File: src/rtl/seg_scan_display_pkg.sv
// Shared definitions for the multiplexed 7-segment driver: hex glyphs,
// blank pattern, dp bit position and the output-polarity helper.
package seg_scan_display_pkg;

    // Active-high glyphs, bit0 = segment a
    localparam logic [6:0] SEG_HEX_0 = 7'h3F;
    localparam logic [6:0] SEG_HEX_1 = 7'h06;
    localparam logic [6:0] SEG_HEX_2 = 7'h5B;
    localparam logic [6:0] SEG_HEX_3 = 7'h4F;
    localparam logic [6:0] SEG_HEX_4 = 7'h66;
    localparam logic [6:0] SEG_HEX_5 = 7'h6D;
    localparam logic [6:0] SEG_HEX_6 = 7'h7D;
    localparam logic [6:0] SEG_HEX_7 = 7'h07;
    localparam logic [6:0] SEG_HEX_8 = 7'h7F;
    localparam logic [6:0] SEG_HEX_9 = 7'h6F;
    localparam logic [6:0] SEG_HEX_A = 7'h77;
    localparam logic [6:0] SEG_HEX_B = 7'h7C;
    localparam logic [6:0] SEG_HEX_C = 7'h39;
    localparam logic [6:0] SEG_HEX_D = 7'h5E;
    localparam logic [6:0] SEG_HEX_E = 7'h79;
    localparam logic [6:0] SEG_HEX_F = 7'h71;

    localparam logic [6:0] SEG_BLANK  = 7'h00;
    localparam int         SEG_DP_BIT = 7;

    function automatic logic [7:0] seg_drive(input logic [7:0] pattern,
                                             input logic       active_low);
        return active_low ? ~pattern : pattern;
    endfunction

endpackage

File: src/rtl/seg_hex_lut.sv
// Combinational hex nibble to active-high 7-segment glyph lookup.
module seg_hex_lut
    import seg_scan_display_pkg::*;
(
    input  logic [3:0] hex,
    output logic [6:0] seg
);

    always_comb begin
        seg = SEG_BLANK;
        case (hex)
            4'h0: seg = SEG_HEX_0;
            4'h1: seg = SEG_HEX_1;
            4'h2: seg = SEG_HEX_2;
            4'h3: seg = SEG_HEX_3;
            4'h4: seg = SEG_HEX_4;
            4'h5: seg = SEG_HEX_5;
            4'h6: seg = SEG_HEX_6;
            4'h7: seg = SEG_HEX_7;
            4'h8: seg = SEG_HEX_8;
            4'h9: seg = SEG_HEX_9;
            4'hA: seg = SEG_HEX_A;
            4'hB: seg = SEG_HEX_B;
            4'hC: seg = SEG_HEX_C;
            4'hD: seg = SEG_HEX_D;
            4'hE: seg = SEG_HEX_E;
            4'hF: seg = SEG_HEX_F;
        endcase
    end

endmodule

File: src/rtl/seg_scan_display.sv
// N-digit multiplexed 7-segment driver with guard blanking, leading-zero
// suppression and frame-synchronous data updates.
module seg_scan_display
    import seg_scan_display_pkg::*;
#(
    parameter int NUM_DIGITS     = 4,
    parameter int SCAN_DIV       = 50000,
    parameter int GUARD          = 16,
    parameter bit SEG_ACTIVE_LOW = 1'b1,
    parameter bit SEL_ACTIVE_LOW = 1'b1
) (
    input  logic                    clk,
    input  logic                    rst,
    input  logic [4*NUM_DIGITS-1:0] data_in,
    input  logic [NUM_DIGITS-1:0]   dp_in,
    input  logic                    lz_blank,
    input  logic                    load,
    output logic [7:0]              seg_data,
    output logic [NUM_DIGITS-1:0]   digit_sel,
    output logic                    frame_done
);

    localparam int DIV_W = (SCAN_DIV > 1) ? $clog2(SCAN_DIV) : 1;
    localparam int IDX_W = (NUM_DIGITS > 1) ? $clog2(NUM_DIGITS) : 1;

    localparam logic [DIV_W-1:0]      DIV_LAST  = DIV_W'(SCAN_DIV - 1);
    localparam logic [DIV_W-1:0]      GUARD_END = DIV_W'(GUARD);
    localparam logic [IDX_W-1:0]      IDX_LAST  = IDX_W'(NUM_DIGITS - 1);
    localparam logic [7:0]            SEG_OFF   = SEG_ACTIVE_LOW ? 8'hFF : 8'h00;
    localparam logic [NUM_DIGITS-1:0] SEL_OFF   = SEL_ACTIVE_LOW ? '1 : '0;

    logic [DIV_W-1:0]        div_cnt;
    logic [IDX_W-1:0]        idx;

    logic [4*NUM_DIGITS-1:0] pend_data;
    logic [NUM_DIGITS-1:0]   pend_dp;
    logic                    pend_lz;
    logic                    pend_flag;

    logic [4*NUM_DIGITS-1:0] act_data;
    logic [NUM_DIGITS-1:0]   act_dp;
    logic                    act_lz;

    logic [4*NUM_DIGITS-1:0] nxt_data;
    logic [NUM_DIGITS-1:0]   nxt_dp;
    logic                    nxt_lz;

    logic [NUM_DIGITS-1:0]   blank_mask;
    logic                    zero_run;
    logic [3:0]              cur_nibble;
    logic                    cur_dp;
    logic                    cur_blank;
    logic [6:0]              lut_seg;
    logic [NUM_DIGITS-1:0]   sel_onehot;

    // frame_done is high while the pins show the last cycle of a frame, so the
    // swap lands on the edge that starts slot 0. The decode below reads the
    // post-swap view so the first slot of the new frame already shows new data.
    always_comb begin
        nxt_data = act_data;
        nxt_dp   = act_dp;
        nxt_lz   = act_lz;
        if (frame_done && load) begin
            nxt_data = data_in;
            nxt_dp   = dp_in;
            nxt_lz   = lz_blank;
        end else if (frame_done && pend_flag) begin
            nxt_data = pend_data;
            nxt_dp   = pend_dp;
            nxt_lz   = pend_lz;
        end
    end

    always_comb begin
        blank_mask = '0;
        zero_run   = nxt_lz;
        for (int i = NUM_DIGITS - 1; i >= 1; i--) begin
            zero_run      = zero_run && (nxt_data[4*i +: 4] == 4'h0);
            blank_mask[i] = zero_run;
        end
    end

    always_comb begin
        cur_nibble = 4'h0;
        cur_dp     = 1'b0;
        cur_blank  = 1'b0;
        for (int i = 0; i < NUM_DIGITS; i++) begin
            if (idx == IDX_W'(i)) begin
                cur_nibble = nxt_data[4*i +: 4];
                cur_dp     = nxt_dp[i];
                cur_blank  = blank_mask[i];
            end
        end
    end

    assign sel_onehot = NUM_DIGITS'(1) << idx;

    seg_hex_lut u_hex_lut (
        .hex (cur_nibble),
        .seg (lut_seg)
    );

    always_ff @(posedge clk) begin
        if (rst) begin
            div_cnt    <= '0;
            idx        <= '0;
            pend_data  <= '0;
            pend_dp    <= '0;
            pend_lz    <= 1'b0;
            pend_flag  <= 1'b0;
            act_data   <= '0;
            act_dp     <= '0;
            act_lz     <= 1'b0;
            seg_data   <= SEG_OFF;
            digit_sel  <= SEL_OFF;
            frame_done <= 1'b0;
        end else begin
            if (div_cnt == DIV_LAST) begin
                div_cnt <= '0;
                idx     <= (idx == IDX_LAST) ? '0 : idx + 1'b1;
            end else begin
                div_cnt <= div_cnt + 1'b1;
            end

            act_data <= nxt_data;
            act_dp   <= nxt_dp;
            act_lz   <= nxt_lz;

            if (load && !frame_done) begin
                pend_data <= data_in;
                pend_dp   <= dp_in;
                pend_lz   <= lz_blank;
                pend_flag <= 1'b1;
            end else if (frame_done) begin
                pend_flag <= 1'b0;
            end

            seg_data   <= seg_drive({cur_dp, cur_blank ? SEG_BLANK : lut_seg},
                                    SEG_ACTIVE_LOW);
            digit_sel  <= ((div_cnt >= GUARD_END) ? sel_onehot : '0) ^ SEL_OFF;
            frame_done <= (idx == IDX_LAST) && (div_cnt == DIV_LAST);
        end
    end

endmodule

File: config.mk
export PLATFORM = sky130hd
export DESIGN_NAME = seg_scan_display
export DESIGN_NICKNAME = d
export VERILOG_FILES = /design/src/rtl/seg_scan_display_pkg.sv /design/src/rtl/seg_hex_lut.sv /design/src/rtl/seg_scan_display.sv
export SDC_FILE = /design/constraint.sdc
export NUM_CORES = 1
export LEC_CHECK = 0
export CAP_MARGIN = 0
export CORE_ASPECT_RATIO = 1.2
export CORE_MARGIN = 8
export CORE_UTILIZATION = 57
export DETAILED_ROUTE_END_ITERATION = 8
export PLACE_DENSITY = 0.85
export SYNTH_ARGS = -nofsm -noshare
export SYNTH_HDL_FRONTEND = slang
export SYNTH_SLANG_ARGS = --single-unit
File: constraint.sdc
create_clock -name clk -period 2.8 [get_ports clk]
set_input_delay 0.28 -clock clk [delete_from_list [all_inputs] [get_ports clk]]
set_output_delay 0.28 -clock clk [all_outputs]
set_load 0.1 [all_outputs]
==> impl_metrics.csv, run 1 <==
group,metric,value,unit
clocking,cts_buffers,9,
global_route,grt_pass1_vias,3048,
clocking,clock_latency,0.35,ns
yosys,syn_area,0.00363,sq mm
detailed_routing,drt_wl_total,8.11,mm
power_and_ir_drop,ir_worst_vdd,293,uV
layout,final_layout_size_suffix_gt1_share,15.9,%
yosys,synth_cell_type_count,55,
detailed_routing,drt_iter0_drc,234,
yosys,yosysMostFrequentCell,"dfxtp_1",
layout,areaGrowthSynthToFinish,15.3,%
setup_path,required,3.09,ns
setup_path,cp.depth,11,
timing,final.min_clock_period,2.43,ns
yosys,synthArstFlopShare,0,%
placement,dpl.hpwl,6.01,mm
run,timing.max_cap.violations,0,
timing,fin_tns_setup,0,ns
setup_path,r2r_slack,0.39,ns
layout,final_net_count,478,
setup_path,crit_path_end_kind,"register",
clocking,cts_root_buf,"clkbuf_8",
setup_path,cp.arrival,2.72,ns
setup_path,worst_setup_path_start_kind,"input pin",
min_path,hold_class,"reg2reg",
yosys,synth_flop_cell,"dfxtp_1",
timing,tightest_slew,0.802,ns
power_and_ir_drop,power_density,502,mW/mm^2
clocking,clock_tree.buffer_depth,2,
yosys,synthXorXnorAreaFrac,3.38,%
placement,place_inst,516,
timing,fin_skew,0.0127,ns
timing,setup_violations,0,
setup_path,reg2reg_depth,9,
global_route,grt_pass1_wl,13.5,mm
yosys,synth_fa_ha_area_share,4.14,%
min_path,hold_path_end,"div_cnt[0]$_SDFF_PP0_",
min_path,hp-start,"div_cnt[0]$_SDFF_PP0_",
placement,finalWeightedCongestion,0.912,
setup_path,cp_slowest_stage_delay,0.61,ns
clocking,clk_pin_slew,0.07,ns
yosys,seq_area_frac_synth,40.8,%
setup_path,r2r-end,"seg_data[0]$_SDFF_PP1_",
detailed_routing,vias_per_cell,5.69,
setup_path,path_buf_inv,3,
clocking,post_cts_buffers,0,
detailed_routing,drc,0,
global_route,antenna_found_initial,0,
setup_path,crit_family,"buffers and inverters",
floorplanning,row_count,32,
layout,fin_cells,532,
timing,hold_violations,0,
yosys,ys_ff_latch,74,
setup_path,cp_slowest_cell,"clkdlybuf4s50_1",
global_route,overflow,0,
setup_path,crit_chain,"clkdlybuf4s50_1 -> buf_4 -> nand4bb_1 -> o211ai_1 -> o221ai_1 -> o221ai_2 -> inv_1 -> ha_1 -> nand3_1 -> a21o_1 -> nand4_1",
yosys,synth_edf_count,0,
yosys,synthCells,408,
yosys,synth_top_family_by_area,"simple AND/OR/NAND/NOR gates",
yosys,syn_area_per_cell,8.90,sq um
detailed_routing,num_vias,3028,
yosys,synth_compound_area_share,19.4,%
min_path,min_delay_path_depth,1,
power_and_ir_drop,leakage,1.52,nW
detailed_routing,postRouteAntennaNets,0,
timing,max_freq,412,MHz
run_status,status,"finished, final reports clean",
setup_path,crit_path_max_fanout,20,
setup_path,r2r-start,"pend_flag$_SDFFE_PP0P_",
yosys,synth_top_area_share,40.8,%
setup_path,crit_type,"in2reg",
yosys,synth-simple-area-share,24.6,%
floorplanning,die_area,0.00919,sq mm
placement,portBuffers,36,
global_route,grt_max_degree,29,
yosys,synth_nets,444,
detailed_routing,avgRoutedWirePerCell,15.3,um
timing,final_max_slew_viol_count,0,
timing,slew_headroom,46.5,%
layout,num_antenna_cells,0,
timing,rsz0062_at_grt,"false",
clocking,cts_max_level,3,
yosys,synth_common_cells,"74 x dfxtp_1, 65 x nand2_1, 44 x nor2_1",
yosys,yosys_warnings,0,
clocking,cts_tree,"built",
yosys,yosys.area.top_type,"dfxtp_1",
floorplanning,start_util,57.8,%
floorplanning,die_width,88.9,um
floorplanning,core-area,0.00629,sq mm
yosys,synth_mux_area_share,1.10,%
clocking,hold_buffers,0,
clocking,ctsResizeCount,0,
floorplanning,ios,37,
detailed_routing,drt-pass1-iter-count,5,
clocking,cts.sinks,74,
floorplanning,fp.dieH,103,um
timing,fin_crit_sh,86.7,%
global_route,groute.usage.overall,19.0,%
yosys,synthTopCellsByArea,"dfxtp_1 41%, nand2_1 6.7%, nor2_1 4.5%, ha_1 4.1%, a21oi_1 3.2%",
per-layer routing:
layer  vias up  share of wire (%)  global-route usage [%]
met5         -                  0                       0
met3        27                4.0                    3.40
li1       1493                  -                       -
met4         0                3.8                    13.2
met2        76                 52                    35.0
met1      1432                 40                    18.6
area by class of cell:
cell class              count  area (sq um)
flip-flops and latches     74          1480
repair buffers             49           425
inverters                  16          60.1
well taps                  85           106
fillers                   517          2100
clock inverters             6          66.3
multi-input cells         292          1910
clock buffers              10           138
metrics by stage:
stage | area, sq um | power (mW) | utilization, % | setup slack, ns | hold slack [ns]
after floorplan | 3630 | 1.23 | - | 0.0164 | 0.416
after CTS | 4190 | 2.12 | 66.6 | 0.402 | 0.457
after detailed placement | 3980 | 1.29 | 63.4 | 0.0693 | 0.445
final | 4190 | 2.10 | 66.6 | 0.371 | 0.457
after global routing | 4190 | 2.18 | 66.6 | 0.185 | 0.473
after global placement | 3980 | 1.29 | 63.4 | 0.176 | 0.437
flip-flops by register name, indices dropped and copies added (netlist names):
signal / cells
act_lz: 1
seg_data: 8
pend_data: 16
act_dp: 4
idx: 2
pend_dp: 4
digit_sel: 4
pend_lz: 1
act_data: 16
frame_done: 1
pend_flag: 1
div_cnt: 16
power breakdown:
group | switching [mW] | internal (mW) | total [mW]
clock network | 0.397 | 0.435 | 0.832
logic | 0.104 | 0.0713 | 0.175
registers | 0.0158 | 1.08 | 1.09
worst reg2reg max path: cells and delay by family, from the launching register on:
family | cells | cell delay, ns
compound gates | 5 | 1.20
flops | 1 | 0.55
fa+ha+maj | 1 | 0.25
simple gates | 2 | 0.23
buf+inv | 1 | 0.13
worst max-delay path by stage:
stage	from	end	slack, ns
after floorplan	frame_done$_SDFF_PP0_	seg_data[0]$_SDFF_PP1_	0.02
after global placement	load	seg_data[0]$_SDFF_PP1_	0.18
after detailed placement	load	seg_data[0]$_SDFF_PP1_	0.07
after CTS	load	seg_data[0]$_SDFF_PP1_	0.40
after global routing	idx[1]$_SDFFE_PP0P_	seg_data[0]$_SDFF_PP1_	0.19
final	load	seg_data[0]$_SDFF_PP1_	0.37
layout by cell type, fill, tap and decap left out, types with 5 or more instances in the layout:
cell and n:
dfxtp_1 74, nand2_1 65, nor2_1 44, buf_4 26, a21oi_1 23, clkdlybuf4s50_1 23, nand3_1 17, inv_1 15
ha_1 12, nor2b_1 10, clkbuf_8 10, nand3b_1 9, o22ai_1 8, nand4bb_1 8, o221ai_2 7, xor2_1 7
xnor2_1 7, o211ai_2 6, o221ai_1 6, o21ai_0 6, nand4_1 6, o211ai_1 5
kinds of logic (layout without fill, tap and decap cells):
family                     after synthesis  after routing
muxes                                    4              4
AOI/OAI and AO/OA                       84             84
xor gates and xnor gates                14             14
and+or+nand+nor                        178            178
DFF                                     74             74
adders and majority gates               12             12
buffers and inverters                   42             81
(Power assumes the default switching activity.)
==> run 2, diff against run 1 <==
Settings changed: CTS_CLUSTER_DIAMETER set to 120.
==> results of run 2 <==
Final layout, timing and power as in run 1 (identical DEF).
